$ cat src/rtl/muldiv_sequencer.sv
// muldiv_sequencer: multicycle MULT/DIV engine, one bit per cycle, HI/LO write strobe on done.
// Define MULDIV_UNSIGNED_EN to add MULTU/DIVU on op[1]; otherwise op[1] is ignored.
module muldiv_sequencer #(
   parameter int WIDTH = 32,
   parameter int CNT_W = 5
) (
   input  logic             clk,
   input  logic             reset_in,
   input  logic             start,
   input  logic [1:0]       op,
   input  logic [WIDTH-1:0] a_in,
   input  logic [WIDTH-1:0] b_in,
   output logic             busy,
   output logic             done,
   output logic             div_zero,
   output logic             hi_lo_w,
   output logic [WIDTH-1:0] hi_out,
   output logic [WIDTH-1:0] lo_out
);
   typedef enum logic [2:0] {IDLE, LOAD, RUN, FIX, DONE} state_t;
   state_t             state;
   logic [WIDTH-1:0]   a_r, b_r;
   logic [2*WIDTH-1:0] acc;
   logic [CNT_W-1:0]   cnt;
   logic               is_div, neg_lo, neg_hi, sa, sb;
   logic [WIDTH:0]     add_sum, trial;
   logic [2*WIDTH-1:0] prod_fix;
   logic [WIDTH-1:0]   q_fix, r_fix;

`ifdef MULDIV_UNSIGNED_EN
   logic uns;
   assign sa = a_r[WIDTH-1] & ~uns;
   assign sb = b_r[WIDTH-1] & ~uns;
`else
   logic unused_op1;
   assign unused_op1 = op[1];
   assign sa = a_r[WIDTH-1];
   assign sb = b_r[WIDTH-1];
`endif

   // acc holds {partial product, multiplier} for MULT and {remainder, dividend/quotient} for DIV
   assign add_sum  = {1'b0, acc[2*WIDTH-1:WIDTH]} + (acc[0] ? {1'b0, b_r} : '0);
   assign trial    = acc[2*WIDTH-1:WIDTH-1] - {1'b0, b_r};
   assign prod_fix = neg_lo ? -acc : acc;
   assign q_fix    = neg_lo ? -acc[WIDTH-1:0] : acc[WIDTH-1:0];
   assign r_fix    = neg_hi ? -acc[2*WIDTH-1:WIDTH] : acc[2*WIDTH-1:WIDTH];

   always_ff @(posedge clk or posedge reset_in) begin
      if (reset_in) begin
         state    <= IDLE;
         a_r      <= '0;
         b_r      <= '0;
         acc      <= '0;
         cnt      <= '0;
         is_div   <= 1'b0;
         neg_lo   <= 1'b0;
         neg_hi   <= 1'b0;
`ifdef MULDIV_UNSIGNED_EN
         uns      <= 1'b0;
`endif
         busy     <= 1'b0;
         done     <= 1'b0;
         div_zero <= 1'b0;
         hi_lo_w  <= 1'b0;
         hi_out   <= '0;
         lo_out   <= '0;
      end else begin
         case (state)
            IDLE: if (start) begin
               a_r    <= a_in;
               b_r    <= b_in;
               is_div <= op[0];
`ifdef MULDIV_UNSIGNED_EN
               uns    <= op[1];
`endif
               busy   <= 1'b1;
               state  <= LOAD;
            end
            LOAD: begin
               neg_lo <= sa ^ sb;
               neg_hi <= sa;
               acc    <= {{WIDTH{1'b0}}, sa ? -a_r : a_r};
               b_r    <= sb ? -b_r : b_r;
               cnt    <= '0;
               state  <= (is_div && b_r == '0) ? DONE : RUN;
            end
            RUN: begin
               acc <= !is_div ? {add_sum, acc[WIDTH-1:1]} :
                      trial[WIDTH] ? {acc[2*WIDTH-2:0], 1'b0} :
                      {trial[WIDTH-1:0], acc[WIDTH-2:0], 1'b1};
               cnt <= cnt + 1'b1;
               if (cnt == CNT_W'(WIDTH-1)) state <= FIX;
            end
            FIX: begin
               hi_out  <= is_div ? r_fix : prod_fix[2*WIDTH-1:WIDTH];
               lo_out  <= is_div ? q_fix : prod_fix[WIDTH-1:0];
               done    <= 1'b1;
               hi_lo_w <= 1'b1;
               busy    <= 1'b0;
               state   <= DONE;
            end
            DONE: if (done) begin
               done     <= 1'b0;
               hi_lo_w  <= 1'b0;
               div_zero <= 1'b0;
               state    <= IDLE;
            end else begin
               // divide-by-zero arrives here straight from LOAD; pulse one cycle later with no write
               done     <= 1'b1;
               div_zero <= 1'b1;
               busy     <= 1'b0;
            end
            default: state <= IDLE;
         endcase
      end
   end
endmodule

$ cat config.mk
export PLATFORM = sky130hd
export DESIGN_NAME = muldiv_sequencer
export DESIGN_NICKNAME = d
export VERILOG_FILES = /design/src/rtl/muldiv_sequencer.sv
export SDC_FILE = /design/constraint.sdc
export NUM_CORES = 1
export LEC_CHECK = 0
export CORE_AREA = 2 2 176 178
export DETAILED_ROUTE_END_ITERATION = 12
export DIE_AREA = 0 0 178 180
export GPL_TIMING_DRIVEN = 0
export PLACE_DENSITY_LB_ADDON = 0.25
export SLEW_MARGIN = 25
export SYNTH_ARGS = -nofsm -noshare
export SYNTH_HDL_FRONTEND = slang
export SYNTH_SLANG_ARGS = --single-unit
$ cat constraint.sdc
create_clock -name clk -period 7.8 [get_ports clk]
set_input_delay 0.78 -clock clk [delete_from_list [all_inputs] [get_ports clk]]
set_output_delay 0.78 -clock clk [all_outputs]
set_load 0.02 [all_outputs]
# After elaboration in Yosys (flattened, before gate mapping)
# Index checks and enable logic that the tools add are counted.
[totals]
ff_bits = 207
in_bits = 69
word_cells = 73
[classes]
n_addsub = 8
n_eq_ne = 10
mux = 26
bitwise = 1
reduce_logical = 13
[ops]
columns = ["operator", "n"]
rows = [
  ["two-way mux 32 bit", 8],
  ["two-way mux 64 bit", 3],
  ["negator 32 bit", 4],
  ["one-hot mux 64 bit (2 select lines)", 1],
  ["negator 64 bit", 1],
  ["one-hot mux 32 bit (2 select lines)", 1],
  ["adder 32 x 32 -> 33 bit", 1],
  ["subtractor 33 x 32 -> 33 bit", 1],
  ["logical NOT 32 bit", 1],
  ["one-hot mux 3 bit (5 select lines)", 1],
  ["two-way mux 3 bit", 4],
  ["!= test 2 bit, second input constant", 5],
  ["one-hot mux 5 bit (2 select lines)", 1],
  ["AND reduction 3 bit", 3],
  ["equality test 3 x 2 -> 1 bit, second input constant", 2],
  ["AND reduction 2 bit", 3],
  ["nonzero test 2 bit", 3],
  ["adder 5 x 1 -> 5 bit, second input constant", 1],
  ["equality test 5 bit, second input constant", 1],
  ["two-way mux 1 bit", 4],
  ["one-hot mux 1 bit (2 select lines)", 2],
  ["equality test 3 x 1 -> 1 bit, second input constant", 1],
  ["equality test 3 bit, second input constant", 1],
  ["logical NOT 3 bit", 1],
  ["other kinds (4)", 4],
]

# Depth between registers and ports, before layout
[logic_depth]
ltp_word = 4
ltp_mapped = 15
ltp_nobuf = 14

# Worst setup path after synthesis
# No wires, ideal clock.
[synth_timing]
path_type = "register to register"
startpoint = "register acc[0]"
endpoint = "register acc[59]"
setup_ps = 104
arrival_time_ps = 3139
required_ps = 7696
path_slack_ps = 4558
path_stages_with_launch = 16
path_buffers = 1
period_less_slack_ps = 3242
path_cell_list = "dfrtp_1 clkinv_1 clkbuf_1 nor2_1 ha_1 inv_1 fa_1 nand2b_1 a21oi_1 o41a_1 a211oi_1 o21ai_0 a21o_1 a21oi_1 xor2_1 a221oi_1"
[synth_between]
elab_chain_len = 4
[synth_lines]
columns = ["element", "line", "text"]
rows = [
  ["start: declaration", "23", "logic [2*WIDTH-1:0] acc;"],
  ["start signal: assignment", "82", "acc <= {{WIDTH{1'b0}}, sa ? -a_r : a_r};"],
  ["start signal: assignment", "88", "acc <= !is_div ? {add_sum, acc[WIDTH-1:1]} :"],
  ["two-way mux 32 bit", "42", "assign add_sum = {1'b0, acc[2*WIDTH-1:WIDTH]} + (acc[0] ? {1'b0, b_r} : '0);"],
  ["adder 32 x 32 -> 33 bit", "42", ""],
  ["two-way mux 64 bit", "88", ""],
  ["one-hot mux 64 bit (2 select lines)", "68", "case (state)"],
]
# No other way between the ends.
# A chain may end at the register's enable or synchronous reset.

# Final worst setup path
# Same ends and word-level chain as after synthesis.

==> impl_metrics.ini <==
[status]
status = complete, no violations

[timing]
rsz0062_at_grt = false
clock.fmax_mhz = 224
setup_violations = 0
tightestPinTransition_ps = 937
fin_skew_ps = 9.72
drv_slew = 0
slew_headroom = 0.373
finalHoldViolCount = 0
layout_setup_ws_ps = 3340
hold-worst-slack_ps = 477
finalSetupTns_ps = 0
fin_crit_ps = 4460
min_period_over_period = 0.572

[logic_synthesis]
syn_avg_cell_area_um2 = 8.07
synth_seq_cells = 207
synth-edff-count = 0
synth.distinct_cells = 70
synth_top_cells_by_area = dfrtp_1, o21ai_0, nand2_1, ha_1, xor2_1
synth-warning-count = 0
synth_seq_area_share = 0.347
async_flop_share = 1.00
synth_top_flop_cell = dfrtp_1
synth_top_area_share = 0.347
synthCells = 1852
netlist_area_um2 = 14900
yosysTopAreaCell = dfrtp_1
syn_nets = 1993

[hold_path]
hp-class = flip-flop to flip-flop
hold_start = lo_out[0]
worstHoldEndpoint = lo_out[0]
holdPathStages = 2

[pwr]
leakagePower_nw = 7.68
power.density_nw_per_um2 = 524
ir_drop_mv = 0.185

[worst_setup_path]
r2r-start = acc[0]
reg2regPathDepth = 15
cp_data_required_time_ps = 8240
worstPathArrival_ps = 4910
critPathCaptureType = flip-flop
crit-reg2reg-capture = acc[59]
criticalPathCategory = flip-flop to flip-flop
critPathMaxFanout = 10
reg2reg_setup_slack_ps = 3340
cp-start-kind = flip-flop

[cts]
post_cts_buffers = 0
cts_resized = 0
cts.sinks = 207
clk_latency_ps = 550
root_buffer = clkbuf_16
path_clk_slew_ps = 60
cts_buffers = 24
h-tree-depth = 1
clockBufferDepth = 3
cts_tree = yes
cts_hold_buf = 0

[final_layout]
diodes = 0
final_layout_size_suffix_gt1_frac = 0.0349
post-route-util = 0.586
areaGrowthSynthToFinish_pct = 18.5
nNetsFinal = 2156

[drt]
antenna_left = 0
wire_per_inst_um = 20.3
drt_wl_total_um = 49400
avgViaCountPerCell = 6.15
drc = 0
drtIter0Drc = 1401
drt_pre_antenna_iters = 6
vias = 14947

[grt]
grt_max_degree = 101
grt_pass1_vias = 14417
grt.overflow.total = 0
antenna_found_initial = 0
grt_pass1_wl_um = 78700
gr-usage-all-layers = 0.308

[place]
place.gp.congestion = 0.962
io_buffers = 135
dp_hpwl_um = 37700
dp_worst_setup_slack_ps = 3440

[floorplanning]
rows = 64
die-area_um2 = 32000
start_util = 0.495
ios = 137
die_w_um = 178
die_h_um = 180
core_um2 = 30200

[flow_run]
drv_cap = 0
cell usage in the layout (no fill, tap or decap), types with 10 or more instances in the layout:
master and instances:
o21a_1 15, o211ai_1 38, nor3_1 37, ha_1 70
inv_1 55, a22oi_1 15, a21o_1 28, nor4_1 15
dfrtp_1 207, or3_1 26, nor2_1 149, o31ai_1 23
mux2i_1 54, a211oi_1 17, a32oi_1 11, o41ai_1 11
or4_1 12, nand4_1 10, nand2_1 286, xnor2_1 51
clkbuf_16 24, xor2_1 93, nand3_1 29, nand2b_1 18
clkdlybuf4s50_1 135, a31oi_1 14, o21ai_0 228, clkbuf_1 99
a21oi_1 112
per-layer routing:
layer | share of wire | wire length (um) | vias up | global-route usage
met4 | 0.027 | 1350 | 0 | 0.0875
met2 | 0.44 | 21900 | 687 | 0.475
met5 | 0 | 0 | - | 0
li1 | - | - | 6970 | -
met1 | 0.45 | 22300 | 7185 | 0.451
met3 | 0.077 | 3820 | 105 | 0.0398
critical path, cell delays in order (launching register included):
cell and delay, ps:
dfrtp_1 440, clkinv_1 250, clkbuf_1 540, nor2_1 120, ha_1 240, inv_1 80
fa_1 200, nand2b_1 150, a21oi_1 130, o41a_1 460, a211oi_1 580, o21ai_0 330
a21o_1 260, a21oi_1 180, xor2_1 90, a221oi_1 310
worst max path at each step:
stage,from,to,slack (ps),cells after the start
3_5_place_dp,acc[0],acc[59],3440,15
6_report,acc[0],acc[59],3340,15
2_1_floorplan,reset_in,a_r[0],1370,1
3_3_place_gp,reset_in,lo_out[11],-1490,2
5_1_grt,acc[0],acc[59],3100,15
4_1_cts,acc[0],acc[59],3420,15
flip-flops by register name, indices dropped and copies added, names as in the netlist, 3 cells and up:
name and count:
state 3, lo_out 32, b_r 32, acc 64, cnt 5, hi_out 32
a_r 32
cells in the mapped netlist, types with 8 or more instances:
cell type and instances:
nand3_1 29, xor2_1 93, o21ai_0 228, inv_1 56
nand2b_1 18, o21a_1 15, dfrtp_1 207, and3_1 9
a21o_1 28, clkbuf_1 98, nand2_1 286, or3_1 26
nand4_1 10, o211ai_1 38, o22ai_1 8, nor2b_1 9
a211oi_1 17, mux2i_1 54, xnor2_1 51, or4_1 12
nor4_1 15, o31ai_1 23, nor2_1 149, a32oi_1 11
ha_1 70, a21oi_1 112, a22oi_1 15, nor3_1 38
a31oi_1 14, o41ai_1 11
cells by family after synthesis:
kind of cell,Yosys count,share of synthesized area
AOI/OAI and AO/OA,572,0.235
xor gates and xnor gates,144,0.0844
adders and majority gates,72,0.0613
buffers and inverters,163,0.0413
DFF,207,0.347
muxes,57,0.0384
and+or+nand+nor,637,0.193
per-stage QoR:
| stage | cell area [um2] | power [mW] | std cells |
|---|---|---|---|
| after global routing | 17700 | 9.95 | 2429 |
| after CTS | 17700 | 9.17 | 2429 |
| after global placement | 16800 | 7.81 | 2383 |
| final | 17700 | 9.28 | 2429 |
| after detailed placement | 16900 | 7.92 | 2385 |
| after floorplan | 14900 | 6.03 | 1852 |
area by class of cell:
class	count	area, um2
Fill cell	2809	12500
Multi-Input combinational cell	1482	9150
Sequential cell	207	5180
Timing Repair Buffer	137	1410
Clock buffer	31	687
Tap cell	396	495
Buffer	106	403
Inverter	57	221
Clock inverter	13	158
power by group:
part	switching [mW]	internal (mW)	total, mW
clock	0.493	0.721	1.21
combinational	3.64	2.22	5.86
sequential	0.623	1.58	2.20
total	4.75	4.52	9.28
No activity file was read; power rests on OpenSTA's default activity.
==> patch: new RTL, same flow settings <==
The parameter `WIDTH` goes from 32 to 64.
--- a/src/rtl/muldiv_sequencer.sv
+++ b/src/rtl/muldiv_sequencer.sv
@@ -1,7 +1,7 @@
 // muldiv_sequencer: multicycle MULT/DIV engine, one bit per cycle, HI/LO write strobe on done.
 // Define MULDIV_UNSIGNED_EN to add MULTU/DIVU on op[1]; otherwise op[1] is ignored.
 module muldiv_sequencer #(
-   parameter int WIDTH = 32,
+   parameter int WIDTH = 64,
    parameter int CNT_W = 5
 ) (
    input  logic             clk,
Ports: changed (resized a_in, b_in, hi_out and lo_out); port bits go from 137 to 265. No check against the original RTL was run, so the function may have changed too.
==> patch against the original RTL <==
The flow now stops in global placement without I/O. Area after synthesis grew 100%. Synthesized cell count grew 100%.
==> patch: results (changes against the original RTL) <==
Fraction of registers with async set/reset - 1.00 (unchanged)
Netlist cell types - 79 (+13%)
Synth Warn # - 0 (unchanged)
Synth Instances - 3748 (+100%)
Seq cells post-synth - 399 (+93%)
Fail Step - global placement without I/O
Mapped Nets - 4017 (+100%)
Err - [ERROR FLW-0024] Place density exceeds 1.0 (current PLACE_DENSITY_LB_ADDON =  0.25). Please check if the value of  PLACE_DENSITY_LB_ADDON is between 0 and 0.99.
Post-synth top cells - 474 x o21ai_0, 451 x nand2_1, 399 x dfrtp_1
Sequential area share after synthesis - 0.329 (-0.0175)
Status - stopped before the end
Largest cells by area after synthesis - dfrtp_1 33%, o21ai_0 7.8%, nand2_1 5.6%, ha_1 5.5%, xor2_1 5.5%
-- patch: cell types whose count changed after synthesis, sizes merged, moves of 40 or more --
cell,unedited run,this run
nor2,149,261
dfrtp,207,399
clkbuf,98,220
o21ai,230,486
o211ai,38,80
xnor2,51,111
xor2,93,191
nor3,38,108
nand4,10,50
ha,70,134
nand2,287,451
mux2,3,69
a21oi,112,254
inv,56,118
-- patch: logic make-up after synthesis --
kind of cell / after synthesis / synth area share
buffers and inverters: 362 / 0.0453
AO/OA/AOI/OAI: 1232 / 0.250
multiplexers: 148 / 0.0517
adder cells (fa/ha/maj): 136 / 0.0566
flip-flops: 399 / 0.329
XOR/XNOR: 302 / 0.0872
AND/OR/NAND/NOR: 1169 / 0.180
